File: src/rtl/bc_io_pkg.sv
// Shared definitions for the basic-computer I/O interrupt block:
// FSM state encoding, RT one-hot encodings and the default vector base.
package bc_io_pkg;

    typedef enum logic [2:0] {
        ST_IDLE,
        ST_PEND,
        ST_RT0,
        ST_RT1,
        ST_RT2
    } state_t;

    localparam logic [2:0] RT_NONE = 3'b000;
    localparam logic [2:0] RT0_OH  = 3'b001;
    localparam logic [2:0] RT1_OH  = 3'b010;
    localparam logic [2:0] RT2_OH  = 3'b100;

    localparam logic [11:0] VEC_BASE_DEFAULT = 12'h010;

endpackage

File: src/rtl/bc_io_chan.sv
// One I/O channel: INPR/FGI/OVR on the input side, OUTR/FGO on the output side.
module bc_io_chan #(
    parameter int DATA_W = 8
) (
    input  logic              clk,
    input  logic              rst_n,
    input  logic              in_strobe,
    input  logic [DATA_W-1:0] in_data,
    input  logic              out_ack,
    input  logic              cpu_inp,
    input  logic              cpu_out,
    input  logic [DATA_W-1:0] ac_in,
    output logic [DATA_W-1:0] inpr,
    output logic [DATA_W-1:0] outr,
    output logic              fgi,
    output logic              fgo,
    output logic              ovr
);

    // A strobe on a full INPR is accepted only when the CPU drains it the same cycle.
    logic inpr_load;
    assign inpr_load = in_strobe && (!fgi || cpu_inp);

    // NOTE: sequential state uses <= so every flop samples pre-edge values.
    // NOTE: INPR/OUTR are reset too, so a read after reset never returns stale data.
    always_ff @(posedge clk or negedge rst_n) begin
        if (!rst_n) begin
            inpr <= '0;
            outr <= '0;
            fgi  <= 1'b0;
            fgo  <= 1'b1;
            ovr  <= 1'b0;
        end else begin
            if (inpr_load)
                inpr <= in_data;

            if (in_strobe)
                fgi <= 1'b1;
            else if (cpu_inp)
                fgi <= 1'b0;

            if (cpu_inp)
                ovr <= 1'b0;
            else if (in_strobe && fgi)
                ovr <= 1'b1;

            if (cpu_out) begin
                outr <= ac_in;
                fgo  <= 1'b0;
            end else if (out_ack) begin
                fgo  <= 1'b1;
            end
        end
    end

endmodule

File: src/rtl/bc_io_intr.sv
// Multi-channel I/O with priority interrupt FSM (IDLE/PEND/RT0..RT2).
// Define BC_IO_VECTOR_EN for per-channel vectors; otherwise a single shared vector 0.
module bc_io_intr
    import bc_io_pkg::*;
#(
    parameter int                NUM_CH   = 4,
    parameter int                DATA_W   = 8,
    parameter int                ADDR_W   = 12,
    parameter logic [ADDR_W-1:0] VEC_BASE = ADDR_W'(VEC_BASE_DEFAULT),
    localparam int               SEL_W    = $clog2(NUM_CH)
) (
    input  logic                     clk,
    input  logic                     rst_n,
    input  logic [NUM_CH-1:0]        in_strobe,
    input  logic [NUM_CH*DATA_W-1:0] in_data,
    input  logic [NUM_CH-1:0]        out_ack,
    output logic [NUM_CH-1:0]        out_valid,
    output logic [NUM_CH*DATA_W-1:0] out_data,
    input  logic [SEL_W-1:0]         ch_sel,
    input  logic                     cpu_inp,
    input  logic                     cpu_out,
    input  logic                     cpu_ion,
    input  logic                     cpu_iof,
    input  logic                     msk_wr,
    input  logic [DATA_W-1:0]        ac_in,
    input  logic [NUM_CH-1:0]        msk_in,
    input  logic                     t012,
    input  logic                     fetch_start,
    output logic [DATA_W-1:0]        inpr_out,
    output logic [NUM_CH-1:0]        fgi_vec,
    output logic [NUM_CH-1:0]        fgo_vec,
    output logic [NUM_CH-1:0]        ovr_vec,
    output logic                     ien,
    output logic                     r_flag,
    output logic [2:0]               int_rt,
    output logic [ADDR_W-1:0]        int_vec,
    output logic [SEL_W-1:0]         int_ch
);

    logic [DATA_W-1:0] inpr_arr [NUM_CH];
    logic [NUM_CH-1:0] mask;
    logic [NUM_CH-1:0] pending;
    logic [SEL_W-1:0]  lowest_ch;
    state_t            state, next_state;

    for (genvar i = 0; i < NUM_CH; i++) begin : g_chan
        logic sel;
        assign sel = (ch_sel == SEL_W'(i));

        bc_io_chan #(.DATA_W(DATA_W)) u_chan (
            .clk       (clk),
            .rst_n     (rst_n),
            .in_strobe (in_strobe[i]),
            .in_data   (in_data[i*DATA_W +: DATA_W]),
            .out_ack   (out_ack[i]),
            .cpu_inp   (cpu_inp && sel),
            .cpu_out   (cpu_out && sel),
            .ac_in     (ac_in),
            .inpr      (inpr_arr[i]),
            .outr      (out_data[i*DATA_W +: DATA_W]),
            .fgi       (fgi_vec[i]),
            .fgo       (fgo_vec[i]),
            .ovr       (ovr_vec[i])
        );
    end

    assign out_valid = ~fgo_vec;
    assign inpr_out  = inpr_arr[ch_sel];
    assign pending   = (fgi_vec | fgo_vec) & mask;

    // Lowest index wins: scan from the top so the last hit is the smallest.
    always_comb begin
        lowest_ch = '0;
        for (int i = NUM_CH - 1; i >= 0; i--)
            if (pending[i])
                lowest_ch = SEL_W'(i);
    end

    always_ff @(posedge clk or negedge rst_n) begin
        if (!rst_n) begin
            state  <= ST_IDLE;
            int_ch <= '0;
            ien    <= 1'b0;
            mask   <= '0;
        end else begin
            state <= next_state;
            if (state == ST_IDLE && next_state == ST_PEND)
                int_ch <= lowest_ch;
            // Leaving RT2 drops IEN; a cpu_ion landing there is discarded.
            if (state == ST_RT2)
                ien <= 1'b0;
            else if (cpu_iof)
                ien <= 1'b0;
            else if (cpu_ion)
                ien <= 1'b1;
            if (msk_wr)
                mask <= msk_in;
        end
    end

    // NOTE: defaults first so no path through this block infers a latch.
    always_comb begin
        next_state = state;
        int_rt     = RT_NONE;
        r_flag     = 1'b0;
        unique case (state)
            ST_IDLE: if (ien && |pending && !t012) next_state = ST_PEND;
            ST_PEND: begin
                r_flag = 1'b1;
                if (fetch_start) next_state = ST_RT0;
            end
            ST_RT0: begin
                r_flag     = 1'b1;
                int_rt     = RT0_OH;
                next_state = ST_RT1;
            end
            ST_RT1: begin
                r_flag     = 1'b1;
                int_rt     = RT1_OH;
                next_state = ST_RT2;
            end
            ST_RT2: begin
                r_flag     = 1'b1;
                int_rt     = RT2_OH;
                next_state = ST_IDLE;
            end
            default: next_state = ST_IDLE;
        endcase
    end

`ifdef BC_IO_VECTOR_EN
    assign int_vec = (int_rt != RT_NONE) ? VEC_BASE + (ADDR_W'(int_ch) << 1) : '0;
`else
    logic unused_vec_base;
    assign unused_vec_base = ^VEC_BASE;
    assign int_vec = '0;
`endif

endmodule

File: config.mk
export PLATFORM = sky130hd
export DESIGN_NAME = bc_io_intr
export DESIGN_NICKNAME = d
export VERILOG_FILES = /design/src/rtl/bc_io_pkg.sv /design/src/rtl/bc_io_chan.sv /design/src/rtl/bc_io_intr.sv
export SDC_FILE = /design/constraint.sdc
export NUM_CORES = 1
export LEC_CHECK = 0
export ABC_CLOCK_PERIOD_IN_PS = 1900
export CAP_MARGIN = 10
export CORE_ASPECT_RATIO = 0.5
export CORE_MARGIN = 5
export CORE_UTILIZATION = 47
export CTS_BUF_LIST = sky130_fd_sc_hd__clkbuf_2 sky130_fd_sc_hd__clkbuf_4 sky130_fd_sc_hd__clkbuf_8
export DETAILED_ROUTE_END_ITERATION = 7
export PLACE_DENSITY = 0.84
export SLEW_MARGIN = 20
export SYNTH_ARGS = -nofsm -noshare
export SYNTH_HDL_FRONTEND = slang
export SYNTH_SLANG_ARGS = --single-unit
File: constraint.sdc
create_clock -name clk -period 1.9 [get_ports clk]
set_input_delay 0.285 -clock clk [delete_from_list [all_inputs] [get_ports clk]]
set_output_delay 0.285 -clock clk [all_outputs]
set_load 0.005 [all_outputs]
==> flow_summary_export.csv <==
group,metric,value,unit
placement,dp.cells,485,
die,die_y,74.4,µm
clocking,numCtsBuffers,9,
placement,place_hpwl,7020,µm
worst_setup_path,crit_start,"ch_sel[0]",
worst_setup_path,start_kind,"primary input",
die,die_w,139,µm
drt,routed_wirelength,9410,µm
cells_and_area,post-route-util,0.684,
drt,via_per_inst,4.91,
global_routing,grt_pass1_vias,2816,
synth,postSynthAreaPerCell,15.0,µm²
synth,synth.top_cell.area_share,0.526,
timing,fmax,541,MHz
die,core_area,8030,µm²
timing,slew_violations,0,
synth,postSynthCellCount,259,
run_status,status,"complete, no violations",
worst_setup_path,critPathCaptureType,"output port",
cells_and_area,final_cell_mix,"clkdlybuf4s50_1 (113), dfrtp_1 (79), mux2_2 (46), mux2_4 (24), conb_1 (12)",
cells_and_area,drive_gt1_frac,0.338,
global_routing,grt_antenna_before_repair,0,
cells_and_area,area_delta_synth_final,41.0,%
synth,synthTopCellsByArea,"dfrtp_1 (53%), mux2_2 (13%), mux2_4 (9.2%)",
synth,syn_area,3900,µm²
placement,placed_area,5180,µm²
timing,period_minus_slack,1850,ps
die,die_area,10300,µm²
power,peakVddDrop,0.000594,V
die,ios,138,
die,start_util,0.485,
synth,synth_seq_cells,86,
cells_and_area,nNetsFinal,452,
min_path,hold_path_class,"primary input to async pin",
global_routing,grt-ovfl-total,0,
clocking,cts.sinks,86,
drt,drtAntennaViolNets,0,
worst_setup_path,critPathMaxStageDelay,500,ps
timing,clock_skew,8.26,ps
drt,via_count,2482,
timing,hold_violations,0,
cells_and_area,nFillCells,569,
timing,period_share,0.972,
drt,drc,0,
worst_setup_path,critPathSlowestCell,"mux4_2",
worst_setup_path,r2r_start,"g_chan[3].u_chan.fgi",
timing,setup_violations,0,
synth,yosysWarningCount,0,
synth,yosysUniqueCellTypes,35,
synth,synth.yosys.seq_area_share,0.553,
worst_setup_path,crit_required,1620,ps
global_routing,grt_usage,0.188,
drt,drt-initial-drc-count,102,
clocking,cts_tree,"yes",
placement,gp_congestion,0.752,
worst_setup_path,critical_path_class,"primary input to output port",
clocking,clkSlewWorstSetupHoldPaths,80,ps
cells_and_area,antenna_cells,0,
clocking,ctsLongestPathBuffers,2,
cells_and_area,final_common_cell,"clkdlybuf4s50_1",
worst_setup_path,crit_path_cell_trace,"clkdlybuf4s15_2 -> bufbuf_16 -> mux4_2 -> dlygate4sd2_1",
cells_and_area,multiInputGateArea,1500,µm²
power,p_leak,2.38,nW
cells_and_area,final_cells,505,
power,power_density,1000,nW/µm²
clocking,h-tree-depth,3,
drt,drt_pre_antenna_iters,5,
clocking,cts-root-buf,"clkbuf_8",
placement,io_buffers,125,
global_routing,grt_max_degree,67,
drt,wl_per_cell,18.6,µm
cells_and_area,seq_area,2160,µm²
run,maxCapViolCount,0,
die,rows,23,
timing,rsz0062_at_grt,"false",
clocking,clkLatencyLatePin,340,ps
cells_and_area,final_cell_area,5500,µm²
global_routing,grt_pass1_wl,15100,µm
synth,yosysTopAreaCell,"dfrtp_1",
worst_setup_path,ff2ff_setup_slack,320,ps
worst_setup_path,worstPathMaxFanout,4,
worst_setup_path,worstPathArrival,1560,ps
-- report_power, final --
| group | switching, mW | internal (mW) |
|---|---|---|
| clock network | 0.605 | 0.916 |
| logic | 0.464 | 1.05 |
| registers | 0.252 | 2.21 |
-- cells by family (layout without fill, tap and decap cells) --
kind of cell / count (synthesis) / after routing / synth area share
multiplexers: 78 / 78 / 0.272
other: 1 / 12 / 0.000962
XOR/XNOR: 1 / 1 / 0.00225
flip-flops: 86 / 86 / 0.553
AO/OA/AOI/OAI: 25 / 25 / 0.0404
buffers and inverters: 38 / 161 / 0.0764
AND/OR/NAND/NOR: 30 / 30 / 0.0549
-- sequential cells by signal, indices dropped and copies added (netlist names) --
register,flops
g_chan.u_chan.fgi,4
g_chan.u_chan.outr,32
g_chan.u_chan.fgo,4
state,3
int_ch,2
mask,4
g_chan.u_chan.ovr,4
g_chan.u_chan.inpr,32
ien,1
-- worst max-delay path, delay by kind of cell --
| family | cells | cell delay (ps) |
|---|---|---|
| muxes | 1 | 500 |
| buffers and inverters | 3 | 780 |
-- what timing repair did --
item / CTS / global route
setup endpoints to repair: 10 / 4
cloned: 1 / 0
hold buffers: 1 / 0
buffers inserted: 2 / 1
resized for setup: 14 / 5
pin swaps: 0 / 0
hold endpoints to repair: 20 / 0
-- path summary, 6_finish.rpt --
kind / cells after the start / endpoint
max: 4 / inpr_out[0]
min: 2 / g_chan[0].u_chan.outr[0]
max reg2reg: 4 / int_ch[1]
min reg2reg: 1 / mask[1]
max in group asynchronous: 3 / state[1]
min in group clk: 2 / ien
-- per-stage QoR --
stage	hold WS [ps]	setup TNS [ps]	worst slack, ps	power [mW]
after floorplan	-10.6	0	531	3.14
after global placement	179	-8610	-330	3.92
after detailed placement	185	-10050	-364	4.00
after CTS	362	0	3.43	5.55
after global routing	386	0	14.9	5.79
final	376	0	53.3	5.49
-- Yosys cell counts, drive strengths merged --
cell	instances
nor3b	1
and4bb	1
nor3	1
buf	32
and2	4
a31oi	4
o21ai	10
o21a	4
dfrtp	82
nand3	3
a21oi	6
nand2b	6
mux2	70
nor2	4
or2b	2
xnor2	1
and3	1
dfstp	4
mux4	8
nand3b	1
conb	1
and3b	2
a21boi	1
inv	6
nand2	4
-- final cells by class --
type                       instances  share of cell area
tap                              112              0.0255
clock buffer                      11              0.0264
inverter                           6             0.00410
sequential                        86               0.393
multi-input combinational        146               0.272
timing repair buffer             140               0.261
clock inverter                     4              0.0173
-- per-layer routing --
layer  routed length (µm)  global-route usage  share of wire
met1                 3760               0.220           0.40
met5                    0                   0              0
met4                  147              0.0564          0.016
met2                 5040               0.347           0.54
met3                  463              0.0533          0.049
Note: power is estimated with default switching activity, not from simulation.
